[src/rtl/imem_port_arbiter.sv]
// rtl/imem_port_arbiter.sv - fetch/loader arbiter for a single-port sync-read instruction memory
// Optional IMEM_ARB_PERF_EN adds grant and loader-starvation performance counters.
module imem_port_arbiter #(
    parameter int ADDR_W   = 12,
    parameter int MAX_WAIT = 8
) (
    input  logic              clk,
    input  logic              rst,
`ifdef IMEM_ARB_PERF_EN
    output logic [31:0]       perf_f_grants,
    output logic [31:0]       perf_ld_grants,
    output logic [31:0]       perf_starve_cycles,
`endif
    input  logic              f_req,
    input  logic [31:0]       f_addr,
    input  logic              f_flush,
    output logic              f_gnt,
    output logic              f_rvalid,
    output logic [31:0]       f_rdata,
    output logic              f_err,
    input  logic              ld_req,
    input  logic              ld_we,
    input  logic [31:0]       ld_addr,
    input  logic [31:0]       ld_wdata,
    input  logic              ld_lock,
    output logic              ld_gnt,
    output logic              ld_rvalid,
    output logic [31:0]       ld_rdata,
    output logic              ld_err,
    output logic              mem_en,
    output logic              mem_we,
    output logic [ADDR_W-1:0] mem_addr,
    output logic [31:0]       mem_wdata,
    input  logic [31:0]       mem_rdata
);
    typedef enum logic [1:0] {OWN_NONE, OWN_FETCH, OWN_LOAD} owner_e;

    localparam logic [7:0] WAIT_MAX = 8'(MAX_WAIT);

    owner_e     resp_owner_q, resp_owner_d;
    logic       resp_err_q, resp_err_d;
    logic       resp_we_q, resp_we_d;
    logic [7:0] wait_cnt_q, wait_cnt_d;
    logic       f_bad, ld_bad, f_win, ld_win;

    always_comb begin
        f_bad  = (f_addr[1:0] != 2'b00) || (f_addr[31:ADDR_W+2] != '0);
        ld_bad = (ld_addr[1:0] != 2'b00) || (ld_addr[31:ADDR_W+2] != '0);
        // Grants are gated by rst so every output drops the moment reset asserts.
        ld_win = rst && ld_req && (ld_lock || f_flush || !f_req || (wait_cnt_q == WAIT_MAX));
        f_win  = rst && !ld_win && f_req && !ld_lock && !f_flush;

        f_gnt     = f_win;
        ld_gnt    = ld_win;
        mem_en    = (ld_win && !ld_bad) || (f_win && !f_bad);
        mem_we    = ld_win && !ld_bad && ld_we;
        mem_addr  = ld_win ? ld_addr[ADDR_W+1:2] : (f_win ? f_addr[ADDR_W+1:2] : '0);
        mem_wdata = ld_win ? ld_wdata : 32'h0;

        resp_owner_d = ld_win ? OWN_LOAD : (f_win ? OWN_FETCH : OWN_NONE);
        resp_err_d   = ld_win ? ld_bad : (f_win && f_bad);
        resp_we_d    = ld_win && ld_we;

        wait_cnt_d = wait_cnt_q;
        if (!ld_req || ld_win)
            wait_cnt_d = 8'd0;
        else if (wait_cnt_q < WAIT_MAX)
            wait_cnt_d = wait_cnt_q + 8'd1;

        f_rvalid  = (resp_owner_q == OWN_FETCH) && !f_flush;
        f_err     = f_rvalid && resp_err_q;
        f_rdata   = (f_rvalid && !resp_err_q) ? mem_rdata : 32'h0;
        ld_rvalid = (resp_owner_q == OWN_LOAD);
        ld_err    = ld_rvalid && resp_err_q;
        ld_rdata  = (ld_rvalid && !resp_err_q && !resp_we_q) ? mem_rdata : 32'h0;
    end

    always_ff @(posedge clk or negedge rst) begin
        if (!rst) begin
            resp_owner_q <= OWN_NONE;
            resp_err_q   <= 1'b0;
            resp_we_q    <= 1'b0;
            wait_cnt_q   <= 8'd0;
        end else begin
            resp_owner_q <= resp_owner_d;
            resp_err_q   <= resp_err_d;
            resp_we_q    <= resp_we_d;
            wait_cnt_q   <= wait_cnt_d;
        end
    end

`ifdef IMEM_ARB_PERF_EN
    logic [31:0] perf_f_grants_q, perf_f_grants_d;
    logic [31:0] perf_ld_grants_q, perf_ld_grants_d;
    logic [31:0] perf_starve_cycles_q, perf_starve_cycles_d;

    always_comb begin
        perf_f_grants_d      = perf_f_grants_q + {31'd0, f_win};
        perf_ld_grants_d     = perf_ld_grants_q + {31'd0, ld_win};
        perf_starve_cycles_d = perf_starve_cycles_q + {31'd0, (ld_req && !ld_win)};
        perf_f_grants        = perf_f_grants_q;
        perf_ld_grants       = perf_ld_grants_q;
        perf_starve_cycles   = perf_starve_cycles_q;
    end

    always_ff @(posedge clk or negedge rst) begin
        if (!rst) begin
            perf_f_grants_q      <= 32'd0;
            perf_ld_grants_q     <= 32'd0;
            perf_starve_cycles_q <= 32'd0;
        end else begin
            perf_f_grants_q      <= perf_f_grants_d;
            perf_ld_grants_q     <= perf_ld_grants_d;
            perf_starve_cycles_q <= perf_starve_cycles_d;
        end
    end
`endif
endmodule
[config.mk]
export PLATFORM = sky130hd
export DESIGN_NAME = imem_port_arbiter
export DESIGN_NICKNAME = d
export VERILOG_FILES = /design/src/rtl/imem_port_arbiter.sv
export SDC_FILE = /design/constraint.sdc
export NUM_CORES = 1
export LEC_CHECK = 0
export ABC_AREA = 0
export BUFFER_PORTS_ARGS = -buffer_cell sky130_fd_sc_hd__buf_2
export CORE_AREA = 5 5 94 96
export DETAILED_ROUTE_END_ITERATION = 12
export DIE_AREA = 0 0 99 101
export GPL_TIMING_DRIVEN = 0
export PLACE_DENSITY = 0.66
export SYNTH_ARGS = -nofsm -noshare
export SYNTH_HDL_FRONTEND = slang
export SYNTH_SLANG_ARGS = --single-unit
[constraint.sdc]
create_clock -name clk -period 4.1 [get_ports clk]
set_clock_uncertainty 0.05 [all_clocks]
set_input_delay 0.615 -clock clk [delete_from_list [all_inputs] [get_ports clk]]
set_output_delay 0.615 -clock clk [all_outputs]
set_load 0.01 [all_outputs]
; Word-level counts from Yosys, hierarchy flattened
; Index checks and enable logic that the tools add are counted.
[word_totals]
reg_bits = 12
inputBits = 135
out_inout_bits = 116
word_cells = 57
[op_classes]
addsub = 1
n_lt_le_gt_ge = 1
n_eq_ne = 3
muxes = 10
reduce_logical = 38
[ops]
columns = op, n
row1 = $mux W32, 3
row2 = $reduce_bool A18 Y1, 2
row3 = $mux W12, 2
row4 = $logic_and A1 B1 Y1, 17
row5 = $mux W8, 2
row6 = $logic_not A1 Y1, 9
row7 = $add A8 B1 Y8 const B, 1
row8 = $eq A8 B4 Y1 const B, 1
row9 = $lt A8 B4 Y1 const B, 1
row10 = $logic_or A1 B1 Y1, 7
row11 = $reduce_bool A2 Y1, 3
row12 = $eq A2 B1 Y1 const B, 1
row13 = $eq A2 B2 Y1 const B, 1
row14 = $mux W1, 2
row15 = $mux W2, 1

; Longest topological paths before layout
; Gate-level depths: netlist of the first run.
[depth]
depth_word = 11
mapped_depth = 9
ltp_nobuf = 7

; Least setup slack after synthesis of the first run
; No wires, ideal clock.
[synth_path]
kind = input port to output port
startpoint = input port f_flush
endpoint = output port f_rdata[10]
arrival_ns = 1.693
required_time_ns = 3.435
path_slack_ns = 1.742
cell_stages = 4
path_buffers = 1
path_cell_list = nor3b_1 nor2b_1 clkbuf_1 and2_1
[synth_via]
elab_chain_len = 4
[synth_rtl]
columns = element, line_no
row1 = start: declaration, 16  ; input logic f_flush,
row2 = $logic_not A1 Y1, 70  ; f_rvalid = (resp_owner_q == OWN_FETCH) && !f_flush;
row3 = $logic_and A1 B1 Y1, 70
row4 = $logic_and A1 B1 Y1, 72  ; f_rdata = (f_rvalid && !resp_err_q) ? mem_rdata : 32'h0;
row5 = $mux W32, 72
row6 = end: declaration, 19  ; output logic [31:0] f_rdata,
; Every way passes these cells.

; Worst setup path after layout of the first run
[layout_path]
startpoint = register wait_cnt_q[0]
endpoint = output port mem_addr[10]
[layout_via]
elab_chain_len = 10
[layout_rtl]
columns = element, line_no
row1 = start: declaration, 43  ; logic [7:0] wait_cnt_q, wait_cnt_d;
row2 = start signal: assignment, 88  ; wait_cnt_q <= wait_cnt_d;
row3 = $eq A8 B4 Y1 *, 50  ; ld_win = rst && ld_req && (ld_lock || f_flush || !f_req || (wait_cnt_q == WAIT_MAX));
row4 = $logic_or A1 B1 Y1 *, 50
row5 = $logic_and A1 B1 Y1 *, 50
row6 = $logic_not A1 Y1, 51  ; f_win = rst && !ld_win && f_req && !ld_lock && !f_flush;
row7 = $logic_and A1 B1 Y1 (4 in a row), 51
row8 = $mux W12, 57  ; mem_addr = ld_win ? ld_addr[ADDR_W+1:2] : (f_win ? f_addr[ADDR_W+1:2] : '0);
row9 = $mux W12 *, 57
row10 = end: declaration, 32  ; output logic [ADDR_W-1:0] mem_addr,
; Mark *: on every way between the ends. The rest lies on a longest branch, timed or not.

==> results.json, run 1 <==
{
  "initial_core_util_pct": 18.15,
  "cts_made_buffers": 3,
  "fin_nets": 579,
  "ir_drop_mv": 0.1119,
  "grt_pass1_vias": 2366,
  "coreArea_sq_um": 7969,
  "min_period_over_period_pct": 68.53,
  "antenna_left": 0,
  "antenna_cells": 0,
  "seqPwrFrac_pct": 29.1,
  "setup_tns_ps": 0,
  "combPwrFrac_pct": 41.3,
  "clockPowerShare_pct": 29.6,
  "clk_pin_slew_ps": 50,
  "gp_congestion": 0.8744,
  "power.static_leakage_nw": 1.893,
  "syn_to_final_growth_pct": 99.39,
  "synthArstFlopShare_pct": 100.0,
  "drv_slew": 0,
  "fin_cells": 546,
  "power_switching_mw": 0.1292,
  "start_kind": "flip-flop",
  "critPathMaxFanout": 10,
  "slew_headroom_pct": 57.61,
  "rows": 33,
  "rsz0062_at_grt": "false",
  "synth_nets": 324,
  "ios": 251,
  "drc_errors": 0,
  "period_needed_ps": 2810,
  "n_fill_cell": 851,
  "syn_inst": 187,
  "synth_flop_cell": "dfrtp_1",
  "clock.fmax_mhz": 355.9,
  "status": "completed",
  "cts_tree": "done",
  "vias_per_cell": 4.258,
  "grt_pass1_wl_mm": 11.02,
  "htreeDepth": 1,
  "synth_edf_count": 0,
  "wl_per_cell_um": 13.81,
  "clock_latency_ps": 240,
  "synth_seq_cells": 12,
  "antenna_found_initial": 0,
  "hold_class": "in2async",
  "grt_max_degree": 15,
  "die_w_um": 99,
  "port_buffers": 250,
  "worstPathRequired_ps": 3430,
  "die_h_um": 101,
  "clockRootBuffer": "clkbuf_8",
  "critPathCaptureType": "primary output",
  "final_area_sq_um": 2884,
  "final_core_util_pct": 36.19,
  "vias": 2325,
  "power_density_nw_per_um2": 150.2,
  "setup_viol": 0,
  "overflow": 0,
  "dp.cells": 542,
  "design_power_total_mw": 0.4332,
  "cts_buffer_depth": 2,
  "hpwl_mm": 6.791,
  "multi_input_area_sq_um": 1055,
  "place_ws_ps": 1323,
  "internal-power_mw": 0.3040,
  "routed_wl_mm": 7.538,
  "hold_viol": 0,
  "maxCapViolations": 0,
  "ff_latch_area_sq_um": 300.3,
  "synth_area_per_cell_sq_um": 7.735,
  "grt_usage_pct": 13.24,
  "cts.sinks": 12,
  "yosysWarnings": 0,
  "cts_resized": 0,
  "tightest_slew_ps": 634.5,
  "crit_type": "reg2out",
  "drive_above_1_share_pct": 60.32,
  "crit_arrival_ps": 2140,
  "ys_types": 30,
  "first_pass_iters": 4,
  "synth_seq_area_share_pct": 20.76,
  "drt_iter0_markers": 34,
  "fin_hold_ws_ps": 203.3,
  "setup_slack_ps": 1290,
  "syn_area_sq_um": 1446,
  "cts_hold_buf": 0,
  "swShare_pct": 29.82,
  "die_area_sq_um": 9999,
  "postPlaceCellArea_sq_um": 2829,
  "post-cts-setup-buffers": 0
}
==> cell families (layout without fill, tap and decap cells) <==
family	after synthesis	count (layout)	share of synthesized area, %
AO/OA/AOI/OAI	16	16	9.689
XOR/XNOR	2	2	1.211
adder cells (fa/ha/maj)	2	2	1.730
AND/OR/NAND/NOR	137	137	59.52
flip-flops	12	12	20.76
buffers and inverters	17	271	6.314
multiplexers	1	1	0.7785
==> worst paths after layout <==
check                               from  cells after the start            end  slack (ps)
max                        wait_cnt_q[0]                     10   mem_addr[10]        1290
min                                  rst                      1  wait_cnt_q[1]         200
min in group clk           wait_cnt_q[5]                      1  wait_cnt_q[5]         510
max reg2reg                wait_cnt_q[0]                      9      resp_we_q        2190
min reg2reg                wait_cnt_q[5]                      1  wait_cnt_q[5]         510
max in group asynchronous            rst                      1     resp_err_q        3570
==> cell usage in the layout, fill, tap and decap left out, drive strengths merged, types with 2 or more instances in the layout <==
cell / instances
nand3: 3
ha: 2
nor2b: 3
nor2: 3
buf: 255
nor4: 11
a22o: 13
dfrtp: 12
inv: 4
nor3b: 4
and2: 99
nand2: 2
clkbuf: 11
and3: 9
==> final cells by class <==
class	count	area share [%]
well taps	105	4.555
clock buffers	4	1.909
plain buffers	12	2.473
repair buffers	250	43.38
flip-flops and latches	12	10.41
inverters	5	0.6941
multi-input cells	158	36.57
==> critical path, stage by stage (launching register included) <==
cell,delay (ps)
dfrtp_1,390
inv_1,90
ha_1,210
nor2b_1,130
nand4_1,110
a21bo_2,250
clkinv_2,100
buf_6,150
buf_6,140
a22o_1,190
buf_2,140
==> power by group through the flow <==
| stage | sequential [mW] | combinational [mW] | clock [mW] |
|---|---|---|---|
| after floorplan | 0.127 | 0.0694 | 0 |
| after detailed placement | 0.128 | 0.180 | 0 |
| after global placement | 0.127 | 0.177 | 0 |
| after global routing | 0.126 | 0.198 | 0.139 |
| after CTS | 0.126 | 0.181 | 0.133 |
| final | 0.126 | 0.179 | 0.128 |
==> sequential cells by signal, summed over array words and instances, names as in the netlist <==
| signal | cells |
|---|---|
| resp_err_q | 1 |
| resp_owner_q | 2 |
| resp_we_q | 1 |
| wait_cnt_q | 8 |
==> metal layers <==
layer  part of all wire [%]  track usage (%)  vias to the layer above  wire length, um
li1                       -                -                     1136                -
met1                     36            14.27                     1022             2742
met2                     51            25.67                      161             3840
met3                     12            3.460                        6              907
met4                   0.62            2.941                        0               47
met5                      0                0                        -                0
==> Yosys cell counts (all sizes together), types with 2 or more instances <==
cell	number	area (sq um)
a22o	13	113.9
and2	99	619.3
and3	9	56.30
buf	5	43.79
clkbuf	7	27.52
dfrtp	12	300.3
ha	2	25.02
inv	4	15.01
nand2	2	7.510
nand3	3	15.01
nor2	3	13.77
nor2b	3	18.77
nor3b	4	35.03
nor4	11	75.07
(Power assumes the default switching activity.)
==> run 2, diff against run 1 <==
CORE_AREA = 5 5 95 97   (was 5 5 94 96)
DIE_AREA = 0 0 100 102   (was 0 0 99 101)
PLACE_DENSITY = 0.65   (was 0.66)
clock period = 2.8 ns   (was 4.1 ns; I/O delays follow)
==> results.json, run 2 (synthesis results as in run 1) <==
{
  "cts_resized": 0,
  "cts_made_buffers": 3,
  "gp_congestion": 0.8272,
  "wl_per_cell_um": 14.47,
  "routed_wl_mm": 7.899,
  "vias": 2290,
  "min_period_over_period_pct": 90.57,
  "internal-power_mw": 0.4449,
  "ios": 251,
  "vias_per_cell": 4.194,
  "hold_viol": 2,
  "reg.largest.list": "wait_cnt_q x8, resp_owner_q x2",
  "initial_core_util_pct": 17.96,
  "grt_pass1_vias": 2349,
  "coreArea_sq_um": 8051,
  "drive_above_1_share_pct": 60.32,
  "overflow": 0,
  "htreeDepth": 1,
  "critical_path.slowest_cell": "dfrtp_1",
  "combPwrFrac_pct": 41.0,
  "slowest_delay_ps": 370,
  "port_buffers": 250,
  "maxCapViolations": 0,
  "status": "complete, but fails checks",
  "grt_max_degree": 15,
  "dp.cells": 542,
  "antenna_found_initial": 0,
  "ir_drop_mv": 0.1282,
  "largest_reg_flops": 8,
  "final_cell_mix": "buf_2 (252), and2_1 (99), a22o_1 (13)",
  "critPathCaptureType": "primary output",
  "antenna_left": 0,
  "clock_latency_ps": 240,
  "syn_to_final_growth_pct": 99.39,
  "power.static_leakage_nw": 1.893,
  "first_pass_iters": 4,
  "clockRootBuffer": "clkbuf_8",
  "violations": "hold timing",
  "rows": 33,
  "die_w_um": 100,
  "clock.fmax_mhz": 394.3,
  "design_power_total_mw": 0.6354,
  "crit_type": "reg2out",
  "fin_hold_ws_ps": -1.303,
  "period_needed_ps": 2536,
  "rsz0062_at_grt": "false",
  "drc_errors": 0,
  "cts_buffer_depth": 2,
  "setup_viol": 0,
  "crit_arrival_ps": 2070,
  "grt_pass1_wl_mm": 11.18,
  "die_h_um": 102,
  "cts_tree": "done",
  "seqPwrFrac_pct": 29.0,
  "start_kind": "flip-flop",
  "fin_cells": 546,
  "cts.sinks": 12,
  "post-cts-setup-buffers": 0,
  "power_switching_mw": 0.1905,
  "grt_usage_pct": 13.40,
  "clk_pin_slew_ps": 50,
  "drv_slew": 0,
  "slew_headroom_pct": 67.03,
  "die_area_sq_um": 10200,
  "hold_class": "in2async",
  "setup_tns_ps": 0,
  "cts_hold_buf": 0,
  "antenna_cells": 0,
  "drt_iter0_markers": 65,
  "top_register": "wait_cnt_q",
  "hpwl_mm": 7.190,
  "worstPathRequired_ps": 2330,
  "swShare_pct": 29.98,
  "tightest_slew_ps": 493.4,
  "cp_cell_sequence": "inv_1, ha_1, nor2b_1, nand4_1, a21bo_2, clkinv_2, buf_6, buf_6, a22o_1, buf_2",
  "final_common_cell": "buf_2",
  "power_density_nw_per_um2": 220.3,
  "fin_nets": 579,
  "crit_top_cell": "buf_6",
  "critPathMaxFanout": 10,
  "clockPowerShare_pct": 30.0
}
## run 2: layout make-up
class                           instances  area (sq um)
Fill cell                             877          5167
Timing Repair Buffer                  250          1251
Multi-Input combinational cell        158          1055
Sequential cell                        12         300.3
Tap cell                              105         131.4
Buffer                                 12         71.32
Clock buffer                            4         55.05
Inverter                                5         20.02
## run 2: critical path: cells and delay by family, from the launching register on
family                   cells  cell delay, ps
AO/OA/AOI/OAI                2             420
adder cells (fa/ha/maj)      1             200
buffers and inverters        5             600
flip-flops                   1             370
AND/OR/NAND/NOR              2             230
## run 2: power by group through the flow
stage / Combinational [mW] / Clock, mW / Sequential, mW
after floorplan: 0.102 / 0 / 0.185
after detailed placement: 0.264 / 0 / 0.187
final: 0.261 / 0.190 / 0.184
after global placement: 0.259 / 0 / 0.187
after global routing: 0.289 / 0.206 / 0.185
after CTS: 0.265 / 0.193 / 0.184
## run 2: path summary, 6_finish.rpt
path	from	end	slack [ps]	cells past startpoint
worst min register to register	wait_cnt_q[5]	wait_cnt_q[5]	510	1
max in group asynchronous	rst	resp_owner_q[1]	2480	1
worst max-delay path	wait_cnt_q[0]	mem_addr[7]	260	10
worst max register to register	wait_cnt_q[0]	resp_we_q	960	9
worst min-delay path	rst	wait_cnt_q[0]	-1	1
min in group clk	ld_we	resp_we_q	400	2
## run 2: layer usage
layer  up-vias  GRT usage (%)  share of wire (%)
met5         -              0                  0
met4         0          3.316               0.89
met3         7          2.730                 12
met2       161          26.01                 52
met1       986          14.86                 35
li1       1136              -                  -
## run 2: metrics by stage
| stage | setup WS [ps] | hold WS (ps) | util, % | cell area, sq um |
|---|---|---|---|---|
| finish | 264.1 | -1.303 | 35.82 | 2884 |
| global route | 105.4 | 12.52 | 35.82 | 2884 |
| CTS | 242.7 | 7.155 | 35.82 | 2884 |
| detailed placement | 398.4 | 268.3 | 35.14 | 2829 |
| global placement | 407.7 | 265.4 | 35.14 | 2829 |
| floorplan | 803.9 | 74.41 | - | 1446 |
==> run 3, diff against run 2 <==
MAX_ROUTING_LAYER = met4   (was not set)
REMOVE_ABC_BUFFERS = 1   (was not set)
==> results.json, run 3 (synthesis results as in run 1) <==
{
  "clock_latency_ps": 230,
  "setup_tns_ps": 0,
  "period_needed_ps": 2537,
  "fin_cells": 535,
  "port_buffers": 250,
  "overflow": 0,
  "startpoint": "wait_cnt_q[0]",
  "htreeDepth": 1,
  "clock.fmax_mhz": 394.2,
  "final_common_cell": "buf_2",
  "r2r_cells": 4,
  "worstPathRequired_ps": 2330,
  "ff_latch_area_sq_um": 300.3,
  "critical_path.slowest_cell": "dfrtp_1",
  "grt_max_degree": 50,
  "initial_core_util_pct": 17.96,
  "grt_pass1_vias": 2149,
  "hold_class": "in2async",
  "grt_pass1_wl_mm": 10.71,
  "critPathMaxFanout": 49,
  "start_kind": "flip-flop",
  "seqPwrFrac_pct": 29.6,
  "cts_hold_buf": 0,
  "swShare_pct": 29.41,
  "ios": 251,
  "internal-power_mw": 0.4397,
  "n_fill_cell": 839,
  "dp.cells": 531,
  "vias_per_cell": 4.049,
  "fin_nets": 568,
  "coreArea_sq_um": 8051,
  "antenna_left": 0,
  "vias": 2166,
  "routed_wl_mm": 7.625,
  "die_w_um": 100,
  "power_switching_mw": 0.1832,
  "final_area_sq_um": 2840,
  "clockRootBuffer": "clkbuf_8",
  "rows": 33,
  "largest_reg_flops": 8,
  "grt_usage_pct": 13.35,
  "antenna_cells": 0,
  "worstSetupEndpoint": "mem_addr[10]",
  "r2r-end": "wait_cnt_q[1]",
  "slew_headroom_pct": 64.49,
  "gp_congestion": 0.7515,
  "r2r_slack_ps": 940,
  "clockPowerShare_pct": 29.1,
  "reg.largest.list": "wait_cnt_q x8, resp_owner_q x2",
  "final_cell_mix": "buf_2 (250), and2_1 (99), a22o_1 (13)",
  "setup_viol": 0,
  "status": "completed",
  "drive_above_1_share_pct": 61.16,
  "crit_arrival_ps": 2070,
  "postPlaceCellArea_sq_um": 2774,
  "tightest_slew_ps": 531.6,
  "hpwl_mm": 6.914,
  "cts_tree": "done",
  "cts_resized": 2,
  "drc_errors": 0,
  "ir_drop_mv": 0.1132,
  "maxCapViolations": 0,
  "clk_pin_slew_ps": 50,
  "combPwrFrac_pct": 41.3,
  "die_h_um": 102,
  "cts_made_buffers": 3,
  "min_period_over_period_pct": 90.61,
  "cts_buffer_depth": 2,
  "design_power_total_mw": 0.6229,
  "die_area_sq_um": 10200,
  "cp_cell_sequence": "inv_1, ha_1, nor2b_1, nand4_1, a21bo_2, clkinv_4, a22o_1, buf_2",
  "multi_input_area_sq_um": 1067,
  "power_density_nw_per_um2": 219.3,
  "drv_slew": 0,
  "post-cts-setup-buffers": 0,
  "power.static_leakage_nw": 1.862,
  "drt_iter0_markers": 34,
  "critPathCaptureType": "primary output",
  "crit_type": "reg2out",
  "hold_viol": 0,
  "cts.sinks": 12,
  "fin_hold_ws_ps": 9.913,
  "r2r-start": "wait_cnt_q[6]",
  "wl_per_cell_um": 14.25,
  "rsz0062_at_grt": "false",
  "syn_to_final_growth_pct": 96.37,
  "slowest_delay_ps": 370,
  "first_pass_iters": 4,
  "antenna_found_initial": 0,
  "top_register": "wait_cnt_q"
}
## run 3: per-stage QoR
stage / setup WS (ps) / util, %
2_1_floorplan: 233.8 / -
3_3_place_gp: -478.5 / 34.25
3_5_place_dp: -152.5 / 34.45
4_1_cts: 197.5 / 35.21
5_1_grt: 88.97 / 35.28
6_report: 263.0 / 35.28
## run 3: worst min path at each step
stage | cells past startpoint | startpoint | endpoint
floorplan | 0 | rst | resp_err_q
global placement | 1 | rst | resp_we_q
detailed placement | 1 | rst | resp_owner_q[0]
CTS | 1 | rst | resp_owner_q[0]
global route | 1 | rst | resp_we_q
finish | 1 | rst | resp_owner_q[0]
## run 3: layout make-up
type | count | area share [%]
timing repair buffer | 251 | 44.45
multi-input combinational | 158 | 37.58
sequential | 12 | 10.57
tap | 105 | 4.626
clock buffer | 4 | 1.938
inverter | 5 | 0.8370
## run 3: power groups by stage
| stage | Sequential (mW) | Clock (mW) | Combinational (mW) |
|---|---|---|---|
| detailed placement | 0.187 | 0 | 0.259 |
| finish | 0.184 | 0.181 | 0.257 |
| global route | 0.185 | 0.197 | 0.284 |
| CTS | 0.184 | 0.186 | 0.260 |
| global placement | 0.186 | 0 | 0.252 |
| floorplan | 0.185 | 0 | 0.0929 |
## run 3: worst max-delay path, delay by kind of cell, from the launching register on
| kind | cells | cell delay [ps] |
|---|---|---|
| AOI/OAI and AO/OA | 2 | 540 |
| buffers and inverters | 3 | 500 |
| DFF | 1 | 370 |
| and+or+nand+nor | 2 | 240 |
| adders and majority gates | 1 | 190 |
## run 3: per-layer routing
layer | up-vias | GRT usage (%) | wire, um
met1 | 918 | 16.94 | 3034
met5 | - | - | 0
met2 | 135 | 22.83 | 3804
met4 | 0 | 3.005 | 70
met3 | 4 | 1.570 | 716
li1 | 1109 | - | -
